**config.mk**
```make
export PLATFORM = sky130hd
export DESIGN_NAME = serial_addsub
export DESIGN_NICKNAME = d
export VERILOG_FILES = /design/src/rtl/serial_addsub_pkg.sv /design/src/rtl/serial_fa_cell.sv /design/src/rtl/serial_addsub.sv
export SDC_FILE = /design/constraint.sdc
export NUM_CORES = 1
export LEC_CHECK = 0
export CAP_MARGIN = 40
export CELL_PAD_IN_SITES_DETAIL_PLACEMENT = 0
export CELL_PAD_IN_SITES_GLOBAL_PLACEMENT = 1
export CORE_ASPECT_RATIO = 1.75
export CORE_UTILIZATION = 34
export CTS_CLUSTER_DIAMETER = 200
export CTS_CLUSTER_SIZE = 10
export DETAILED_ROUTE_END_ITERATION = 6
export GPL_TIMING_DRIVEN = 1
export MAX_ROUTING_LAYER = met4
export PLACE_DENSITY_LB_ADDON = 0.1
export RECOVER_POWER = 25
export SLEW_MARGIN = 20
export SYNTH_ARGS = -nofsm -noshare
export SYNTH_HDL_FRONTEND = slang
export SYNTH_HIERARCHICAL = 1
export SYNTH_SLANG_ARGS = --single-unit
```
**constraint.sdc**
```tcl
create_clock -name clk -period 1.35 [get_ports clk]
set_clock_uncertainty 0.05 [all_clocks]
set_input_delay 0.27 -clock clk [delete_from_list [all_inputs] [get_ports clk]]
set_output_delay 0.27 -clock clk [all_outputs]
set_load 0.05 [all_outputs]
```
**src/rtl/serial_addsub_pkg.sv**
```systemverilog
// Shared types and elaboration helpers for the bit-serial adder/subtractor.
package serial_addsub_pkg;

  typedef enum logic [1:0] {
    IDLE = 2'd0,
    RUN  = 2'd1,
    DONE = 2'd2
  } state_t;

  localparam int WIDTH_MIN = 2;
  localparam int WIDTH_MAX = 64;

  // Bit-index width; never below one bit so the index port always exists.
  function automatic int idx_width(input int width);
    int w;
    w = $clog2(width);
    return (w < 1) ? 1 : w;
  endfunction

endpackage

```
**src/rtl/serial_fa_cell.sv**
```systemverilog
// One-bit combinational full adder used as the single arithmetic cell.
module serial_fa_cell (
  input  logic a,
  input  logic b,
  input  logic cin,
  output logic sum,
  output logic cout
);

  assign sum  = a ^ b ^ cin;
  assign cout = (a & b) | (a & cin) | (b & cin);

endmodule

```
**src/rtl/serial_addsub.sv**
```systemverilog
// Bit-serial WIDTH-bit adder/subtractor, LSB first, one bit per clock.
// Define SERIAL_ADDSUB_OVF_EN to add the registered signed-overflow output ovf.
module serial_addsub
  import serial_addsub_pkg::*;
#(
  parameter  int WIDTH = 4,
  localparam int IDX_W = idx_width(WIDTH)
) (
  input  logic             clk,
  input  logic             rst_n,
  input  logic             start,
  input  logic             sub,
  input  logic [WIDTH-1:0] a,
  input  logic [WIDTH-1:0] b,
  input  logic             c_in,
  output logic             busy,
  output logic             done,
  output logic [WIDTH-1:0] s,
  output logic [IDX_W-1:0] i,
  output logic             c_out
`ifdef SERIAL_ADDSUB_OVF_EN
  ,
  output logic             ovf
`endif
);

  localparam logic [IDX_W-1:0] LAST_IDX = IDX_W'(WIDTH - 1);

  if (WIDTH < WIDTH_MIN || WIDTH > WIDTH_MAX) begin : g_width_check
    $error("serial_addsub: WIDTH must be within 2..64");
  end

  state_t           state;
  logic [WIDTH-1:0] a_sr;
  logic [WIDTH-1:0] b_sr;
  logic             carry;
  logic             fa_sum;
  logic             fa_cout;

  serial_fa_cell u_fa (
    .a    (a_sr[0]),
    .b    (b_sr[0]),
    .cin  (carry),
    .sum  (fa_sum),
    .cout (fa_cout)
  );

  // Sum bits re-enter the A register from the MSB, so after WIDTH shifts it holds the result.
  always_ff @(posedge clk or negedge rst_n) begin
    if (!rst_n) begin
      state <= IDLE;
      a_sr  <= '0;
      b_sr  <= '0;
      carry <= 1'b0;
      busy  <= 1'b0;
      done  <= 1'b0;
      s     <= '0;
      i     <= '0;
      c_out <= 1'b0;
`ifdef SERIAL_ADDSUB_OVF_EN
      ovf   <= 1'b0;
`endif
    end else begin
      done <= 1'b0;
      case (state)
        IDLE, DONE: begin
          if (start) begin
            a_sr  <= a;
            b_sr  <= sub ? ~b : b;
            carry <= sub ? ~c_in : c_in;
            i     <= '0;
            busy  <= 1'b1;
            state <= RUN;
          end else begin
            state <= IDLE;
          end
        end
        RUN: begin
          a_sr  <= {fa_sum, a_sr[WIDTH-1:1]};
          b_sr  <= {1'b0, b_sr[WIDTH-1:1]};
          carry <= fa_cout;
          if (i == LAST_IDX) begin
            s     <= {fa_sum, a_sr[WIDTH-1:1]};
            c_out <= fa_cout;
`ifdef SERIAL_ADDSUB_OVF_EN
            // carry here is the carry into the MSB; fa_cout is the carry out of it.
            ovf   <= carry ^ fa_cout;
`endif
            i     <= '0;
            busy  <= 1'b0;
            done  <= 1'b1;
            state <= DONE;
          end else begin
            i <= i + IDX_W'(1);
          end
        end
        default: state <= IDLE;
      endcase
    end
  end

endmodule

```
==> results of run 1 <==
## per-stage QoR
step | std cells | power, mW | hold slack (ns) | area [um2]
after floorplan | 70 | 2.36 | -0.0756 | 933
after global placement | 118 | 3.13 | 0.439 | 1270
after detailed placement | 118 | 3.15 | 0.447 | 1270
after CTS | 123 | 3.58 | 0.306 | 1330
after global routing | 125 | 3.84 | 0.487 | 1350
final | 125 | 3.62 | 0.449 | 1350
## registers in the layout, summed over array words and instances, names as in the netlist
register / cells
a_sr: 4
b_sr: 4
s: 4
i: 2
state: 2
busy: 1
c_out: 1
carry: 1
done: 1
## what timing repair did
action / 4_1_cts / 5_1_grt
cloned: 0 / 0
setup endpoints to repair: 3 / 4
setup buffers: 1 / 2
pin swaps: 0 / 2
resized for setup: 1 / 3
## worst max-delay path: cells and delay by family (launching register included)
kind / cells / cell delay (ns)
compound gates: 1 / 0.35
fa+ha+maj: 1 / 0.40
flops: 1 / 0.41
## worst paths after layout
kind,depth (start not counted),start,slack (ns),endpoint
setup / recovery,2,carry$_DFFE_PN0P_,0.03,carry$_DFFE_PN0P_
hold / removal,2,rst_n,0.45,busy$_DFFE_PN0P_
setup reg to reg,2,carry$_DFFE_PN0P_,0.03,carry$_DFFE_PN0P_
hold reg to reg,1,b_sr[3]$_DFFE_PN0P_,0.47,b_sr[2]$_DFFE_PN0P_
max in group asynchronous,2,rst_n,0.44,i[1]$_DFFE_PN0P_
min in group clk,1,b_sr[3]$_DFFE_PN0P_,0.47,b_sr[2]$_DFFE_PN0P_
## cells in the final DEF, fill, tap and decap left out, types with 3 or more instances in the layout
cell	instances
nand3_1	4
buf_4	7
mux2_4	5
buf_12	9
nor2_1	4
a22oi_1	4
clkdlybuf4s50_1	10
nand2_1	4
dfrtp_1	18
xnor2_1	4
clkbuf_8	3
a221o_2	4
## cells by family (layout without fill, tap and decap cells)
kind of cell / after synthesis / after routing / synth area share, %
buffers and inverters: 6 / 35 / 4.09
AND/OR/NAND/NOR: 19 / 19 / 12.4
adder cells (fa/ha/maj): 2 / 2 / 3.54
multiplexers: 5 / 5 / 8.17
flip-flops: 20 / 20 / 54.5
XOR/XNOR: 5 / 5 / 4.77
AO/OA/AOI/OAI: 13 / 13 / 12.5
## cell type report
class,count,share of cell area (%)
clock buffer,4,3.33
inverter,2,0.556
multi-input combinational,44,29.8
sequential,20,37.2
tap,26,2.41
timing repair buffer,29,26.7
## power groups by stage
stage                     Clock [mW]  Combinational [mW]  Sequential, mW
final                          0.405                2.06            1.16
after global placement             0                1.97            1.16
after global routing           0.441                2.20            1.20
after detailed placement           0                1.98            1.17
after CTS                      0.407                2.02            1.16
after floorplan                    0               0.874            1.48
## layer usage
layer / track usage (%) / share of wire [%]
met5: - / 0
met4: 5.38 / 1.4
met3: 1.88 / 3.7
met2: 23.3 / 53
met1: 18.7 / 42
==> metrics.md, run 1 <==
| Metric | Value |
|---|---|
| HPWL after DPL | 1.36 mm |
| GRT Resource Usage Total | 14.8% |
| Least-Margin Pin Slew | 0.506 ns |
| Fraction of layout instances using a drive strength above 1 | 39.4% |
| Global placement routability congestion | 0.726 |
| Critical path capture point type | flip-flop |
| Syn Inst Count | 70 |
| Crit path largest cell delay | 0.41 ns |
| Post-synth EDFFs | 0 |
| CTS H-Tree Depth | 1 |
| Synth top cells by count | dfrtp_1 (20), mux2_4 (5) |
| Slowest cell on crit path | dfrtp_1 |
| Initial DRC Count | 4 |
| Vias/cell | 5.17 |
| MaxCap Viol Count | 0 |
| Hold WC Path Type | in2async |
| Die Area | 2920 um2 |
| Final setup fails | 0 |
| Ys flop type | dfrtp_1 |
| Final core occ | 53.6% |
| Final hold vios | 0 |
| Footprint of the multi-input gates | 403 um2 |
| Area leader, netlist | dfrtp_1 |
| Yosys reg bits | 20 |
| Post-synthesis cell type count | 25 |
| P_sw | 1.44 mW |
| Top-area cell type share of the netlist area | 54.5% |
| Count of pins over their slew limit | 0 |
| Initial Utilization | 36.4% |
| Max clock buf depth | 2 |
| Tmin final | 1.32 ns |
| Register area share after synthesis | 54.5% |
| Yosys warnings | 6 |
| Final WL | 1.87 mm |
| Worst-Skew Late Latency | 0.25 ns |
| Relative slew slack | 66.3% |
| Core outline area | 2520 um2 |
| Die height | 70.8 um |
| Num CTS Buffers | 3 |
| Count leader, synth | dfrtp_1 |
| Status | completed |
| WS Path Type | reg2reg |
| CTS Root Cell | clkbuf_8 |
| Vias in the first global route | 652 |
| Cell Pwr Density | 2680 nW/um2 |
| # IOs | 22 |
| WP data required | 1.44 ns |
| CTS Sinks | 20 |
| Final worst slack | 0.0300 ns |
| Detail Route Antenna Nets | 0 |
| Via count | 646 |
| Combinational Power Share | 56.8% |
| PortBufs | 21 |
| DR DRC count | 0 |
| Cts-stage hold buffer count | 0 |
| Routed WL per cell | 14.9 um |
| Worst VDD drop | 1.19 mV |
| First-pass GRT wire length | 2.95 mm |
| Mapped Nets | 85 |
| GRT overflow | 0 |
| LEAKAGE | 0.637 nW |
| CTS clock-pin slew for the worst setup and hold paths | 0.08 ns |
| Site Rows | 24 |
| Internal Pwr Total | 2.19 mW |
| CTS tree | done |
| Layout fillers | 248 |
| Antenna violations before repair | 0 |
| Place WS | -0.248 ns |
| CP Launch Type | flip-flop |
| Area contributors post-synth | dfrtp_1 (54%), mux2_4 (8.2%), a221o_2 (4.9%) |
| Die W | 41.3 um |
| Clock Power Share | 11.2% |
| DR pass1 iterations | 2 |
| WP data arrival | 1.41 ns |
| Sequential power share | 32.0% |
| TNS Setup | 0 ns |
| Async SR Flop Fraction | 100% |
| Layout Nets | 115 |
| Layout area overhead | 47.1% |
| Diode count | 0 |
| Top achievable clock speed | 758 MHz |
| Sw Share | 39.7% |
| CP Max Fanout | 2 |
| Mapped Area | 918 um2 |
| Worst-path cell chain | fa_2, a221o_2 |
| Period utilisation layout | 97.8% |
| Mean Syn Cell Area | 13.1 um2 |
| FF+latch area | 503 um2 |
| Largest net degree at the start of global routing | 21 |
Power figures use the tool's default switching activity.
==> run 2: changes to the inputs <==
Settings changed: CORE_MARGIN from default to 2, CORE_UTILIZATION 34 to 35.
Clock period 1.35 ns to 1.6 ns, I/O delays scaled along.
==> run 2 against run 1 <==
- global-route usage down 0.89 points
- total power down 19%
- count of clock-buffer cells in the layout unchanged
- maximum frequency down 8.0%
- hold slack better by 0.021 ns
- first-iteration DRC count rose to 5.8 times the previous value
- critical path type unchanged
- critical endpoint is now b_sr[2]$_DFFE_PN0P_
- largest cell class unchanged
==> metrics.md, run 2 (synthesized netlist as in run 1, its figures left out) <==
| Metric | Value |
|---|---|
| Cell Pwr Density | 2250 nW/um2 (was 2680 nW/um2) |
| Status | completed (unchanged) |
| Largest net degree at the start of global routing | 21 (unchanged) |
| R2R setup slack | 0.16 ns (was 0.03 ns) |
| Fraction of layout instances using a drive strength above 1 | 32.6% (was 39.4%) |
| Diode count | 0 (unchanged) |
| Die height | 71.8 um (was 70.8 um) |
| Number of setup buffers added after CTS | 0 (was 1) |
| CTS tree | done (unchanged) |
| Period utilisation layout | 89.7% (was 97.8%) |
| Reg2Reg Launch Point | state[0]$_DFFE_PN0P_ (was carry$_DFFE_PN0P_) |
| Relative slew slack | 66.8% (was 66.3%) |
| Vias/cell | 5.06 (was 5.17) |
| WP data arrival | 1.53 ns (was 1.41 ns) |
| Least-Margin Pin Slew | 0.498 ns (was 0.506 ns) |
| Tmin final | 1.44 ns (was 1.32 ns) |
| WS Path Type | reg2reg (unchanged) |
| Initial Utilization | 36.8% (was 36.4%) |
| Routed WL per cell | 14.2 um (was 14.9 um) |
| RSZ-0062 raised after global routing | false |
| Die Area | 3070 um2 (was 2920 um2) |
| Count of pins over their slew limit | 0 (unchanged) |
| Critical path capture point type | flip-flop (unchanged) |
| Die W | 42.7 um (was 41.3 um) |
| Core outline area | 2490 um2 (was 2520 um2) |
| Hold WC Path Type | reg2reg (was in2async) |
| First-pass GRT wire length | 3.15 mm (was 2.95 mm) |
| Cts-stage hold buffer count | 0 (unchanged) |
| CTS Root Cell | clkbuf_8 (unchanged) |
| Vias in the first global route | 690 (was 652) |
| CP Launch Type | flip-flop (unchanged) |
| CP startpoint | state[0]$_DFFE_PN0P_ (was carry$_DFFE_PN0P_) |
| Crit path largest cell delay | 0.38 ns (was 0.41 ns) |
| Final setup fails | 0 (unchanged) |
| Final hold vios | 0 (unchanged) |
| HPWL after DPL | 1.34 mm (was 1.36 mm) |
| Placed cell count | 117 (was 118) |
| Num CTS Buffers | 3 (unchanged) |
| Worst VDD drop | 1.20 mV (was 1.19 mV) |
| Largest registers | a_sr: 4 flops, b_sr: 4 flops, s: 4 flops (unchanged) |
| Buf+Inv Stages, Crit Path | 0 (unchanged) |
| Worst-path cell chain | nor2b_4, nor2_2, a221o_2 (was fa_2, a221o_2) |
| DR pass1 iterations | 4 (was 2) |
| Detail Route Antenna Nets | 0 (unchanged) |
| Via count | 612 (was 646) |
| Pwr Total | 2.94 mW (was 3.62 mW) |
| Antenna violations before repair | 0 (unchanged) |
| Top achievable clock speed | 697 MHz (was 758 MHz) |
| CP Max Fanout | 11 (was 2) |
| Finished Layout Cells | 121 (was 125) |
| Final WL | 1.72 mm (was 1.87 mm) |
| Most frequent cells in the layout | dfrtp_1 (20), clkdlybuf4s50_1 (11), buf_12 (9), mux2_4 (5) (was dfrtp_1 (18), clkdlybuf4s50_1 (10), buf_12 (9), buf_4 (7), mux2_4 (5)) |
| Site Rows | 24 (unchanged) |
| # IOs | 22 (unchanged) |
| CTS clock-pin slew for the worst setup and hold paths | 0.07 ns (was 0.08 ns) |
| MaxCap Viol Count | 0 (unchanged) |
| PortBufs | 21 (unchanged) |
| Most common cell after layout, fill and taps aside | dfrtp_1 (unchanged) |
| GRT overflow | 0 (unchanged) |
| Global placement routability congestion | 0.693 (was 0.726) |
| Final core occ | 52.3% (was 53.6%) |
| DR DRC count | 0 (unchanged) |
| LEAKAGE | 0.616 nW (was 0.637 nW) |
| Max clock buf depth | 2 (unchanged) |
| Layout Nets | 111 (was 115) |
| Top delay family on crit path | simple AND/OR/NAND/NOR gates (was flip-flops) |
| Post-cts gate resize count | 0 (was 1) |
| WP data required | 1.69 ns (was 1.44 ns) |
| Worst-Skew Late Latency | 0.25 ns (about the same) |
| CTS H-Tree Depth | 1 (unchanged) |
| GRT Resource Usage Total | 13.9% (was 14.8%) |
| HP Start | b_sr[3]$_DFFE_PN0P_ |
| CTS Sinks | 20 (unchanged) |
| Layout area overhead | 42.0% (was 47.1%) |
| Initial DRC Count | 23 (was 4) |
| Slowest cell on crit path | dfrtp_1 (unchanged) |
==> run 2: metrics by stage <==
step	worst slack, ns	TNS (ns)	hold slack, ns	instance area, um2
floorplan	0.0268	0	-0.0256	918
finish	0.165	0	0.470	1300
CTS	0.133	0	0.360	1310
global route	0.0542	0	0.478	1300
detailed placement	-0.0330	-0.116	0.454	1250
global placement	-0.0312	-0.122	0.441	1250
==> run 2: power breakdown <==
part | internal (mW) | total (mW) | switching (mW)
clock | 0.219 | 0.382 | 0.164
sequential | 0.743 | 0.960 | 0.217
combinational | 0.826 | 1.60 | 0.772
total | 1.79 | 2.94 | 1.15
==> run 2: worst paths after layout <==
path | to | cells after the start
hold reg to reg | b_sr[3]$_DFFE_PN0P_ | 1
setup / recovery | b_sr[2]$_DFFE_PN0P_ | 3
hold / removal | b_sr[3]$_DFFE_PN0P_ | 1
max in group asynchronous | i[1]$_DFFE_PN0P_ | 2
setup reg to reg | b_sr[2]$_DFFE_PN0P_ | 3
min in group asynchronous | busy$_DFFE_PN0P_ | 2
==> run 2: cell type report <==
type / instances / area [um2]
Tap cell: 26 / 32.5
Sequential cell: 20 / 500
Multi-Input combinational cell: 44 / 380
Inverter: 2 / 7.51
Clock buffer: 4 / 55.1
Fill cell: 229 / 1190
Timing Repair Buffer: 25 / 328
==> run 2: metal layers <==
| layer | GRT usage [%] | vias to the layer above | routed length (um) | share of wire, % |
|---|---|---|---|---|
| met1 | 15.9 | 302 | 699 | 41 |
| met3 | 2.27 | 2 | 58 | 3.4 |
| met5 | - | - | 0 | 0 |
| li1 | - | 293 | - | - |
| met2 | 23.9 | 15 | 945 | 55 |
| met4 | 5.21 | 0 | 21 | 1.2 |
==> run 3: changes to the inputs <==
Settings changed: CORE_MARGIN 2 to 5.
==> run 3 against run 2 <==
- maximum frequency decreased by 0.48%
- clock power is 33% higher
- hold slack gained 0.00065 ns
- register-to-register slack barely moved
- critical path depth unchanged
- sequential power barely moved
- total power rose by 4.5%
- via count is 0.33% higher
- largest cell class unchanged
- final cell count stayed put
- global-route usage down 2.5 points
==> metrics.md, run 3 (synthesized netlist as in run 1, its figures left out) <==
| Metric | Value |
|---|---|
| Antenna violations before repair | 0 (unchanged) |
| Final setup fails | 0 (unchanged) |
| Cts-stage hold buffer count | 0 (unchanged) |
| Count of pins over their slew limit | 0 (unchanged) |
| Hold WC Path Type | reg2reg (unchanged) |
| RSZ-0062 raised after global routing | false (unchanged) |
| Largest net degree at the start of global routing | 21 (unchanged) |
| CTS H-Tree Depth | 1 (unchanged) |
| Pwr Total | 3.07 mW (was 2.94 mW) |
| Max clock buf depth | 2 (unchanged) |
| Fraction of layout instances using a drive strength above 1 | 32.6% (unchanged) |
| Die Area | 3790 um2 (was 3070 um2) |
| Global placement routability congestion | 0.764 (was 0.693) |
| Critical path capture point type | flip-flop (unchanged) |
| Post-cts gate resize count | 0 (unchanged) |
| Layout area overhead | 43.7% (was 42.0%) |
| Most frequent cells in the layout | dfrtp_1 (20), clkdlybuf4s50_1 (11), buf_12 (9), mux2_4 (5) (unchanged) |
| PortBufs | 21 (unchanged) |
| LEAKAGE | 0.623 nW (was 0.616 nW) |
| Initial Utilization | 36.4% (was 36.8%) |
| Design area | 1320 um2 (was 1300 um2) |
| Number of setup buffers added after CTS | 0 (unchanged) |
| DR DRC count | 0 (unchanged) |
| GRT Resource Usage Total | 11.4% (was 13.9%) |
| GRT overflow | 0 (unchanged) |
| Routed WL per cell | 14.9 um (was 14.2 um) |
| Core outline area | 2520 um2 (was 2490 um2) |
| Largest registers | a_sr: 4 flops, b_sr: 4 flops, s: 4 flops (unchanged) |
| Cell Pwr Density | 2330 nW/um2 (was 2250 nW/um2) |
| CP Launch Type | flip-flop (unchanged) |
| Worst VDD drop | 0.861 mV (was 1.20 mV) |
| First-pass GRT wire length | 3.26 mm (was 3.15 mm) |
| Period utilisation layout | 90.1% (was 89.7%) |
| CTS Root Cell | clkbuf_8 (unchanged) |
| DR pass1 iterations | 4 (unchanged) |
| Hold slack | 0.470 ns (about the same) |
| Final WL | 1.80 mm (was 1.72 mm) |
| Tmin final | 1.44 ns (about the same) |
| Status | completed (unchanged) |
| Via count | 614 (was 612) |
| WP data arrival | 1.53 ns (about the same) |
| CTS Sinks | 20 (unchanged) |
| CTS clock-pin slew for the worst setup and hold paths | 0.08 ns (was 0.07 ns) |
| Site Rows | 24 (unchanged) |
| MaxCap Viol Count | 0 (unchanged) |
| Worst-Skew Late Latency | 0.26 ns (was 0.25 ns) |
| WS Path Type | reg2reg (unchanged) |
| Num CTS Buffers | 3 (unchanged) |
| Diode count | 0 (unchanged) |
| Detail Route Antenna Nets | 0 (unchanged) |
| Top achievable clock speed | 693 MHz (was 697 MHz) |
| CTS tree | done (unchanged) |
| Die W | 48.7 um (was 42.7 um) |
| Initial DRC Count | 16 (was 23) |
| Most common cell after layout, fill and taps aside | dfrtp_1 (unchanged) |
| Vias in the first global route | 711 (was 690) |
| # IOs | 22 (unchanged) |
| Die height | 77.8 um (was 71.8 um) |
| Least-Margin Pin Slew | 0.506 ns (was 0.498 ns) |
| CP Max Fanout | 11 (unchanged) |
| Layout Nets | 111 (unchanged) |
| DP Area | 1250 um2 (unchanged) |
| HPWL after DPL | 1.35 mm (was 1.34 mm) |
| WP data required | 1.69 ns (about the same) |
| Layout fillers | 236 (was 229) |
| Vias/cell | 5.07 (was 5.06) |
| Final hold vios | 0 (unchanged) |
| Relative slew slack | 66.3% (was 66.8%) |
-- run 3: cell types whose count changed in the layout (fill, tap and decap cells not counted) --
cell       change
clkbuf_8       -1
bufinv_16      +1
-- run 3: worst paths after layout --
path | start | end | slack (ns) | cells past startpoint
hold / removal | b_sr[3]$_DFFE_PN0P_ | b_sr[2]$_DFFE_PN0P_ | 0.47 | 1
hold reg to reg | b_sr[3]$_DFFE_PN0P_ | b_sr[2]$_DFFE_PN0P_ | 0.47 | 1
setup reg to reg | state[0]$_DFFE_PN0P_ | b_sr[1]$_DFFE_PN0P_ | 0.16 | 3
setup / recovery | state[0]$_DFFE_PN0P_ | b_sr[1]$_DFFE_PN0P_ | 0.16 | 3
min in group asynchronous | rst_n | busy$_DFFE_PN0P_ | 0.50 | 2
max in group asynchronous | rst_n | carry$_DFFE_PN0P_ | 0.65 | 2
-- run 3: stage by stage --
step | cells | utilization [%] | setup TNS, ns | setup WS, ns
floorplan | 70 | - | 0 | 0.0268
global route | 121 | 52.3 | 0 | 0.0767
finish | 121 | 52.3 | 0 | 0.158
detailed placement | 117 | 49.6 | -0.112 | -0.0329
CTS | 121 | 52.4 | 0 | 0.158
global placement | 117 | 49.6 | -0.116 | -0.0298
-- run 3: routing by layer --
layer	global-route usage (%)	share of wire, %	vias to the layer above
met2	18.6	50	19
met3	2.68	7.6	4
met4	8.09	3.5	0
met5	-	0	-
met1	11.7	39	296
li1	-	-	295
-- run 3: final cells by class --
cell class	instances	area (um2)	share of cell area [%]
clock inverters	1	30.0	2.27
flip-flops and latches	20	500	37.9
inverters	2	7.51	0.569
repair buffers	25	328	24.8
well taps	26	32.5	2.46
multi-input cells	44	380	28.8
clock buffers	3	41.3	3.13
-- run 3: critical path, cell delays in order, from the launching register on --
cell and delay, ns:
dfrtp_1 0.39, nor2b_4 0.38, nor2_2 0.15, a221o_2 0.35
-- run 3: where the power goes --
group / internal, mW / switching [mW] / leakage (nW) / total [mW]
Combinational: 0.827 / 0.774 / 0.342 / 1.60
Sequential: 0.743 / 0.220 / 0.246 / 0.963
Clock: 0.334 / 0.174 / 0.0357 / 0.508
Total: 1.90 / 1.17 / 0.623 / 3.07
